### src/rtl/candidate_bank.sv
// candidate_bank: entry-addressed store of routing candidates with per-entry
// valid bits, a registered read port, a live valid count and an optional
// argmax scan engine. Define CANDBANK_SCAN_EN to build the scan engine;
// without it the scan outputs are tied to 0 and scan_start is ignored.
module candidate_bank #(
  parameter int WORD_WIDTH = 16,
  parameter int DEPTH      = 16,
  parameter int ADDR_WIDTH = 4
) (
  input  logic                  clk,
  input  logic                  rst,
  input  logic                  wr_en,
  input  logic [ADDR_WIDTH-1:0] wr_addr,
  input  logic [WORD_WIDTH-1:0] wr_data,
  input  logic                  inv_en,
  input  logic [ADDR_WIDTH-1:0] inv_addr,
  input  logic                  clr,
  input  logic                  rd_en,
  input  logic [ADDR_WIDTH-1:0] rd_addr,
  output logic [WORD_WIDTH-1:0] rd_data,
  output logic                  rd_valid,
  output logic                  rd_hit,
  output logic [ADDR_WIDTH:0]   count,
  input  logic                  scan_start,
  output logic                  scan_busy,
  output logic                  scan_done,
  output logic                  best_found,
  output logic [ADDR_WIDTH-1:0] best_addr,
  output logic [WORD_WIDTH-1:0] best_data
);

  logic [WORD_WIDTH-1:0] mem_q [DEPTH];
  logic [DEPTH-1:0]      valid_q, valid_d;
  logic [ADDR_WIDTH:0]   count_q, count_d;
  logic [WORD_WIDTH-1:0] rd_data_q, rd_data_d;
  logic                  rd_valid_q, rd_hit_q, rd_hit_d;
  logic                  inc, dec;

  // Next valid vector and count. A same-address write overrides the
  // invalidate, so that invalidate must not decrement, keeping count equal
  // to the number of set valid bits.
  always_comb begin
    valid_d = valid_q;
    count_d = count_q;
    inc     = 1'b0;
    dec     = 1'b0;
    if (clr) begin
      valid_d = '0;
      count_d = '0;
    end else begin
      inc = wr_en && !valid_q[wr_addr];
      dec = inv_en && valid_q[inv_addr] && !(wr_en && (wr_addr == inv_addr));
      if (inv_en) valid_d[inv_addr] = 1'b0;
      if (wr_en)  valid_d[wr_addr]  = 1'b1;
      count_d = count_q + (ADDR_WIDTH+1)'(inc) - (ADDR_WIDTH+1)'(dec);
    end
  end

  // Read port works on pre-edge state; a miss returns 0 so unwritten
  // storage never leaks out. rd_data holds between reads.
  always_comb begin
    rd_hit_d  = valid_q[rd_addr];
    rd_data_d = rd_data_q;
    if (rd_en) rd_data_d = rd_hit_d ? mem_q[rd_addr] : '0;
  end

  // Array contents are deliberately not reset.
  always_ff @(posedge clk) begin
    if (wr_en && !rst && !clr) mem_q[wr_addr] <= wr_data;
  end

  // Valid bits, count and read-port registers.
  always_ff @(posedge clk) begin
    if (rst) begin
      valid_q    <= '0;
      count_q    <= '0;
      rd_data_q  <= '0;
      rd_valid_q <= 1'b0;
      rd_hit_q   <= 1'b0;
    end else begin
      valid_q    <= valid_d;
      count_q    <= count_d;
      rd_data_q  <= rd_data_d;
      rd_valid_q <= rd_en;
      rd_hit_q   <= rd_en && rd_hit_d;
    end
  end

  assign rd_data  = rd_data_q;
  assign rd_valid = rd_valid_q;
  assign rd_hit   = rd_hit_q;
  assign count    = count_q;

`ifdef CANDBANK_SCAN_EN
  typedef enum logic [1:0] {S_IDLE, S_SCAN, S_DONE} scan_state_e;

  scan_state_e           state_q;
  logic [ADDR_WIDTH-1:0] idx_q, run_addr_q, best_addr_q;
  logic [WORD_WIDTH-1:0] run_data_q, best_data_q;
  logic                  run_found_q, best_found_q, busy_q, done_q;
  logic                  take;

  // Strictly greater keeps the lowest index on ties.
  assign take = valid_q[idx_q] && (!run_found_q || (mem_q[idx_q] > run_data_q));

  // Scan FSM: one entry per cycle, results latched on leaving DONE.
  always_ff @(posedge clk) begin
    if (rst) begin
      state_q      <= S_IDLE;
      idx_q        <= '0;
      run_found_q  <= 1'b0;
      run_addr_q   <= '0;
      run_data_q   <= '0;
      busy_q       <= 1'b0;
      done_q       <= 1'b0;
      best_found_q <= 1'b0;
      best_addr_q  <= '0;
      best_data_q  <= '0;
    end else begin
      done_q <= 1'b0;
      case (state_q)
        S_IDLE: if (scan_start) begin
          state_q     <= S_SCAN;
          idx_q       <= '0;
          run_found_q <= 1'b0;
          run_addr_q  <= '0;
          run_data_q  <= '0;
          busy_q      <= 1'b1;
        end
        S_SCAN: begin
          if (take) begin
            run_found_q <= 1'b1;
            run_addr_q  <= idx_q;
            run_data_q  <= mem_q[idx_q];
          end
          if (idx_q == ADDR_WIDTH'(DEPTH-1)) state_q <= S_DONE;
          else                               idx_q   <= idx_q + 1'b1;
        end
        S_DONE: begin
          best_found_q <= run_found_q;
          best_addr_q  <= run_addr_q;
          best_data_q  <= run_data_q;
          done_q       <= 1'b1;
          busy_q       <= 1'b0;
          state_q      <= S_IDLE;
        end
        default: state_q <= S_IDLE;
      endcase
    end
  end

  assign scan_busy  = busy_q;
  assign scan_done  = done_q;
  assign best_found = best_found_q;
  assign best_addr  = best_addr_q;
  assign best_data  = best_data_q;
`else
  logic unused_scan_start;
  assign unused_scan_start = scan_start;
  assign scan_busy  = 1'b0;
  assign scan_done  = 1'b0;
  assign best_found = 1'b0;
  assign best_addr  = '0;
  assign best_data  = '0;
`endif

endmodule
### config.mk
export PLATFORM = sky130hd
export DESIGN_NAME = candidate_bank
export DESIGN_NICKNAME = d
export VERILOG_FILES = /design/src/rtl/candidate_bank.sv
export SDC_FILE = /design/constraint.sdc
export NUM_CORES = 1
export LEC_CHECK = 0
export ABC_CLOCK_PERIOD_IN_PS = 3960
export BUFFER_PORTS_ARGS = -buffer_cell sky130_fd_sc_hd__buf_4
export CAP_MARGIN = 20
export CORE_ASPECT_RATIO = 0.5
export CORE_UTILIZATION = 55
export CTS_BUF_LIST = sky130_fd_sc_hd__clkbuf_8
export DETAILED_ROUTE_END_ITERATION = 8
export GPL_ROUTABILITY_DRIVEN = 0
export PLACE_DENSITY = 0.74
export SYNTH_ARGS = -nofsm -noshare
export SYNTH_HDL_FRONTEND = slang
export SYNTH_SLANG_ARGS = --single-unit
### constraint.sdc
create_clock -name clk -period 3.96 [get_ports clk]
set_clock_uncertainty 0.1 [all_clocks]
set_input_delay 0.594 -clock clk [delete_from_list [all_inputs] [get_ports clk]]
set_output_delay 0.594 -clock clk [all_outputs]
set_load 0.1 [all_outputs]
Yosys cells after proc, flatten, opt, wreduce, memory -nomap -nowiden --
Memories as Yosys holds them, arrays and structs flattened. Cells that the tools add are included.
Cells by class: reductions and logical operators 14, divide/modulo/power cells 0, bitwise operators 3, add/sub/neg operators 2, shifts and indexed selects 0, equal/unequal tests 1, multiplexer cells 16, multipliers 0, magnitude comparators 5
Operator list (count):
- 2-to-1 mux 16 bit | 4
- AND 16 bit | 1
- inverter 16 bit | 1
- OR 16 bit | 1
- < comparator 4 x 5 -> 1 bit (second input constant) | 3
- binary-select mux 1 bit (select 4 bit) | 3
- logical AND 1 bit | 9
- demux 1 bit (select 4 bit) | 2
- greater-or-equal comparator 4 x 1 -> 1 bit (second input constant) | 2
- 2-to-1 mux 1 bit | 7
- adder 5 x 1 -> 5 bit | 1
- subtractor 5 x 1 -> 5 bit | 1
- == test 4 bit | 1
- zero test 1 bit | 4
- OR reduction 2 bit | 1
Storage, ports and cells: RAM bits 256, latch bits 0, memory bits (read-only) 0, memories 1, bits of input ports 35, output and inout bits 46, register bits 39
Memory list:
- mem_q | words 16, width 16, read ports 1, clocked after Yosys merged registers in 0, write ports 1, RTL line 32 | logic [WORD_WIDTH-1:0] mem_q [DEPTH];

Depth between registers and ports, before layout --
depth in word-level cells 10, mapped depth 13, depth with buffers taken out 12

Worst setup path before layout --
OpenSTA, ideal clock, no wires.
path kind input to register, start in inv_addr[0], end reg count_q[4] (netlist: count[4]), setup slack 0.269 ns, arrival 3.474 ns, stages 12, library setup time 0.117 ns, path buffers 1, cells stage by stage clkbuf_1 -> mux4_2 -> mux4_2 -> and3_1 -> ha_1 -> inv_1 -> ha_1 -> fa_1 -> a21o_1 -> a21oi_1 -> xnor2_1 -> nor3_1
Between the ends: cells in the longest elaborated chain, start to end 5, elaborated cells on any way between the ends 8, those cells by class add/sub: 1; eq/ne: 1; mux: 2; reduce/logical: 4
RTL lines:
- start, declared | RTL line 16 | input logic [ADDR_WIDTH-1:0] inv_addr,
- binary-select mux 1 bit (select 4 bit) or == test 4 bit (tied branches) | RTL line 52 | dec = inv_en && valid_q[inv_addr] && !(wr_en && (wr_addr == inv_addr));
- 2-to-1 mux 1 bit (not written as such) or logical AND 1 bit (tied branches) | RTL line 52
- logical AND 1 bit or zero test 1 bit (tied branches) | RTL line 52
- logical AND 1 bit (*) | RTL line 52
- subtractor 5 x 1 -> 5 bit (*) | RTL line 55 | count_d = count_q + (ADDR_WIDTH+1)'(inc) - (ADDR_WIDTH+1)'(dec);
- end signal, assigned | RTL line 82 | count_q <= count_d;
- end, declared | RTL line 34 | logic [ADDR_WIDTH:0] count_q, count_d;
Mark *: on every way between the ends. The rest lies on a longest branch, timed or not. The select of a mux whose other input is x is not followed. A chain may end at the register's enable or synchronous reset.

Worst setup path in the final report --
start reg valid_q[15], end reg count_q[4] (netlist: count[4])
Between the ends: cells in the longest elaborated chain, start to end 6, elaborated cells on any way between the ends 10, those cells by class add/sub: 2; mux: 4; reduce/logical: 4
RTL lines:
- start, declared | RTL line 33 | logic [DEPTH-1:0] valid_q, valid_d;
- start signal, assigned | RTL line 81 | valid_q <= valid_d;
- binary-select mux 1 bit (select 4 bit) | RTL line 51 | inc = wr_en && !valid_q[wr_addr];
- 2-to-1 mux 1 bit (not written as such) | RTL line 51
- zero test 1 bit | RTL line 51
- logical AND 1 bit | RTL line 51
- adder 5 x 1 -> 5 bit | RTL line 55
- subtractor 5 x 1 -> 5 bit (*) | RTL line 55
Marks and branches as above.

==> results.py <==
metrics = {
    "clock_network": {
        "cts-root-to-sink-buffers": 3,
        "tritoncts_num_sinks": 295,
        "worst_setup_hold_path_clk_slew_ns": 0.06,
        "htree_levels": 2,
        "tritoncts_clock_tree": "yes",
        "clkLatencyLatePin_ns": 0.52,
        "root_buffer": "clkbuf_8",
        "cts_buffers": 41,
        "postCtsResizedCells": 0,
        "cts_post_setup_buffers_inserted": 0,
        "post_cts_hold_buffer_count": 0,
    },
    "logic_synthesis": {
        "yosysSeqAreaShare_pct": 72.1,
        "netlist-cell-type-count": 39,
        "synth-main-ff-cell": "edfxtp_1",
        "number_of_enable_flip_flop_cells_after_synthesis": 256,
        "avgSynthCellArea_sq_um": 19.2,
        "synthArstFlopShare_pct": 0,
        "synth-seq-cells": 295,
        "synth.cell_area_sq_mm": 0.0117,
        "yosys_warnings": 0,
        "netlist_instances": 612,
    },
    "setup_path": {
        "r2r_path_start": "valid_q[15]",
        "worst_ep_arrival_time_ns": 3.45,
        "timing.critical_path.required_ns": 4.26,
        "cp_cell_sequence": "mux4_2, mux4_2, and3_1, ha_1, inv_1, ha_1, fa_1, a21o_1, a21oi_1, xnor2_1, nor3_1",
        "critical-path-slowest-cell": "mux4_2",
        "regToRegSetupSlack_ns": 0.80,
        "crit_path_start_kind": "register",
        "reg2reg_depth": 11,
        "crit_start": "valid_q[15]",
        "critPathMaxFanout": 4,
        "end_kind": "register",
        "timing.setup.critical_path_class": "reg -> reg",
        "worst_path_largest_cell_delay_ns": 0.48,
        "critical_path.reg2reg.endpoint": "count[4]",
    },
    "global_route": {
        "first_global_vias": 6261,
        "grt_start_max_net_pins": 61,
        "wire_length_of_the_first_global_routing_pass_mm": 37.6,
        "total_global_routing_track_utilization_pct": 23.5,
        "antenna_found_initial": 0,
        "grt-ovfl-total": 0,
    },
    "detailed_routing": {
        "route.vias.total": 6149,
        "topRoutingLayerUsed": "met4",
        "routed_length_per_placed_instance_um": 24.7,
        "met2RoutedLength_mm": 11.2,
        "drtAntennaViolNets": 0,
        "route.layer.met1.wl_mm": 10.6,
        "firstDrtPassIters": 5,
        "routed_wirelength_mm": 24.8,
        "drt_iter0_markers": 583,
        "detailroute.wirelength.met3_mm": 2.52,
        "drc": 0,
        "post_drt_via_cell_ratio": 6.13,
    },
    "layout": {
        "area_growth_syn_to_layout_pct": 12.6,
        "post_route_cells_drive_above_1_share_pct": 31.6,
        "antenna_cells": 0,
        "fill_cells": 1451,
        "num-nets-final": 741,
        "final_util_pct": 63.7,
    },
    "die": {
        "boundaryPins": 81,
        "floorplan_die_height_um": 105,
        "initial_utilization_pct": 56.6,
        "placeableCoreArea_sq_mm": 0.0207,
        "die_area_sq_mm": 0.0220,
        "row_count": 37,
        "die_width_um": 209,
    },
    "power": {
        "power.share.clock_pct": 35.8,
        "power_switching_share_pct": 23.4,
        "static-leakage-power_nw": 4.51,
        "internal_mw": 4.63,
        "worst_ir_drop_vdd_v": 0.000249,
        "net-switching-power_mw": 1.42,
        "power_density_mw_per_mm2": 458,
        "portion_of_total_power_attributed_to_sequential_cells_pct": 56.3,
        "p_comb_share_pct": 7.8,
    },
    "place": {
        "dp.final_hpwl_mm": 13.9,
        "buffer_ports.inserted": 56,
    },
    "run": {
        "max_cap_viol_count": 0,
    },
    "min_path": {
        "worst_hold_stages": 2,
        "min_delay_worst_endpoint": "count[3]",
        "hp-class": "in -> reg",
        "worst_min_path_start": "clr",
    },
    "timing": {
        "period_minus_slack_ns": 3.16,
        "max_clock_freq_mhz": 317,
        "total_count_of_max_transition_violations_in_the_final_report": 0,
        "rsz_0062_raised_after_global_routing": "false",
        "hold_viol_final": 0,
        "final-setup-viol-count": 0,
        "maxSlewHeadroom_pct": 29.5,
        "worstMarginPinSlew_ns": 1.06,
        "final_min_period_over_clock_period_pct": 79.7,
        "fin_setup_tns_ns": 0,
    },
    "outcome": {
        "run_status": "finished, final reports clean",
    },
}
[power groups by stage]
stage          clock network [mW]  registers [mW]  logic [mW]
4_1_cts                      2.20            3.41       0.475
6_report                     2.17            3.41       0.475
3_5_place_dp                    0            3.48       0.475
2_1_floorplan                   0            3.54       0.304
5_1_grt                      2.34            3.41       0.504
3_3_place_gp                    0            3.48       0.466
[final cells by class]
type / instances / area (sq um) / share of cell area, %
Clock buffer: 41 / 564 / 4.27
Clock inverter: 32 / 174 / 1.32
Inverter: 6 / 22.5 / 0.170
Multi-Input combinational cell: 275 / 3020 / 22.8
Sequential cell: 295 / 8470 / 64.1
Tap cell: 273 / 342 / 2.58
Timing Repair Buffer: 81 / 628 / 4.75
[layer usage]
| layer | vias to the layer above | GRT usage [%] |
|---|---|---|
| met5 | - | 0 |
| met4 | 0 | 6.30 |
| met2 | 359 | 35.0 |
| met3 | 36 | 5.36 |
| met1 | 3127 | 35.3 |
| li1 | 2627 | - |
[through the flow]
step	total power, mW	cell area [sq um]	std cells	setup WS (ns)	hold WS (ns)
detailed placement	3.95	12500	929	0.372	0.366
finish	6.05	13200	1003	0.805	0.189
CTS	6.09	13200	1002	0.809	0.166
floorplan	3.84	11800	634	0.269	0.377
global placement	3.94	12500	929	0.397	0.366
global route	6.26	13200	1003	0.725	0.155
[cells by family (layout without fill, tap and decap cells)]
| group | Yosys count | after routing | share of synthesized area [%] |
|---|---|---|---|
| flops | 295 | 295 | 72.1 |
| xor+xnor | 8 | 8 | 0.597 |
| compound gates | 73 | 73 | 4.97 |
| fa+ha+maj | 6 | 6 | 0.703 |
| simple gates | 86 | 86 | 3.44 |
| buf+inv | 64 | 160 | 3.29 |
| other cells | 1 | 23 | 0.0319 |
| mux | 79 | 79 | 14.8 |
[how the worst max path moves through the flow]
stage | slack [ns] | to | depth (start not counted)
final | 0.80 | count[4] | 11
after global routing | 0.72 | count[4] | 11
after CTS | 0.81 | count[4] | 11
after detailed placement | 0.37 | count[4] | 12
after global placement | 0.40 | count[4] | 12
after floorplan | 0.27 | count[4] | 12
[cell usage after synthesis (2+ instances only)]
library cell / number / share of area [%]
edfxtp_1: 256 / 65
mux4_2: 76 / 15
dfxtp_1: 39 / 6.6
a22oi_1: 32 / 2.0
nand2_1: 29 / 0.93
buf_4: 26 / 1.7
nor2_1: 18 / 0.58
a22o_1: 16 / 1.2
clkbuf_1: 15 / 0.48
a31o_2: 14 / 1.0
buf_2: 9 / 0.38
nor3_1: 9 / 0.38
nand3_1: 8 / 0.34
nand2b_1: 7 / 0.37
inv_1: 6 / 0.19
nor2b_1: 6 / 0.32
buf_6: 5 / 0.48
ha_1: 5 / 0.53
xor2_1: 5 / 0.37
and2_1: 3 / 0.16
buf_1: 3 / 0.096
xnor2_1: 3 / 0.22
a21o_1: 2 / 0.13
a21oi_1: 2 / 0.085
mux2i_1: 2 / 0.17
nand4_1: 2 / 0.11
nor3b_1: 2 / 0.13
[state kept, by name, indices dropped and copies added, names as in the netlist]
register,count
mem_q,256
count,5
rd_data,16
valid_q,16
rd_hit,1
rd_valid,1
[layout by cell type (no fill, tap or decap), types with 14 or more instances in the layout]
cell | synthesis | final
edfxtp_1 | 256 | 256
clkbuf_8 | 0 | 41
buf_4 | 26 | 79
mux4_2 | 76 | 76
a22oi_1 | 32 | 32
nand2_1 | 29 | 29
inv_1 | 6 | 24
a31o_2 | 14 | 14
conb_1 | 1 | 23
dfxtp_1 | 39 | 39
a22o_1 | 16 | 16
[worst max-delay path, delay by kind of cell (launching register included)]
family / cells / cell delay, ns
multiplexers: 2 / 0.95
AO/OA/AOI/OAI: 2 / 0.34
buffers and inverters: 1 / 0.04
AND/OR/NAND/NOR: 2 / 0.26
XOR/XNOR: 1 / 0.14
adder cells (fa/ha/maj): 3 / 0.86
flip-flops: 1 / 0.35
Note: power is estimated with default switching activity, not from simulation.
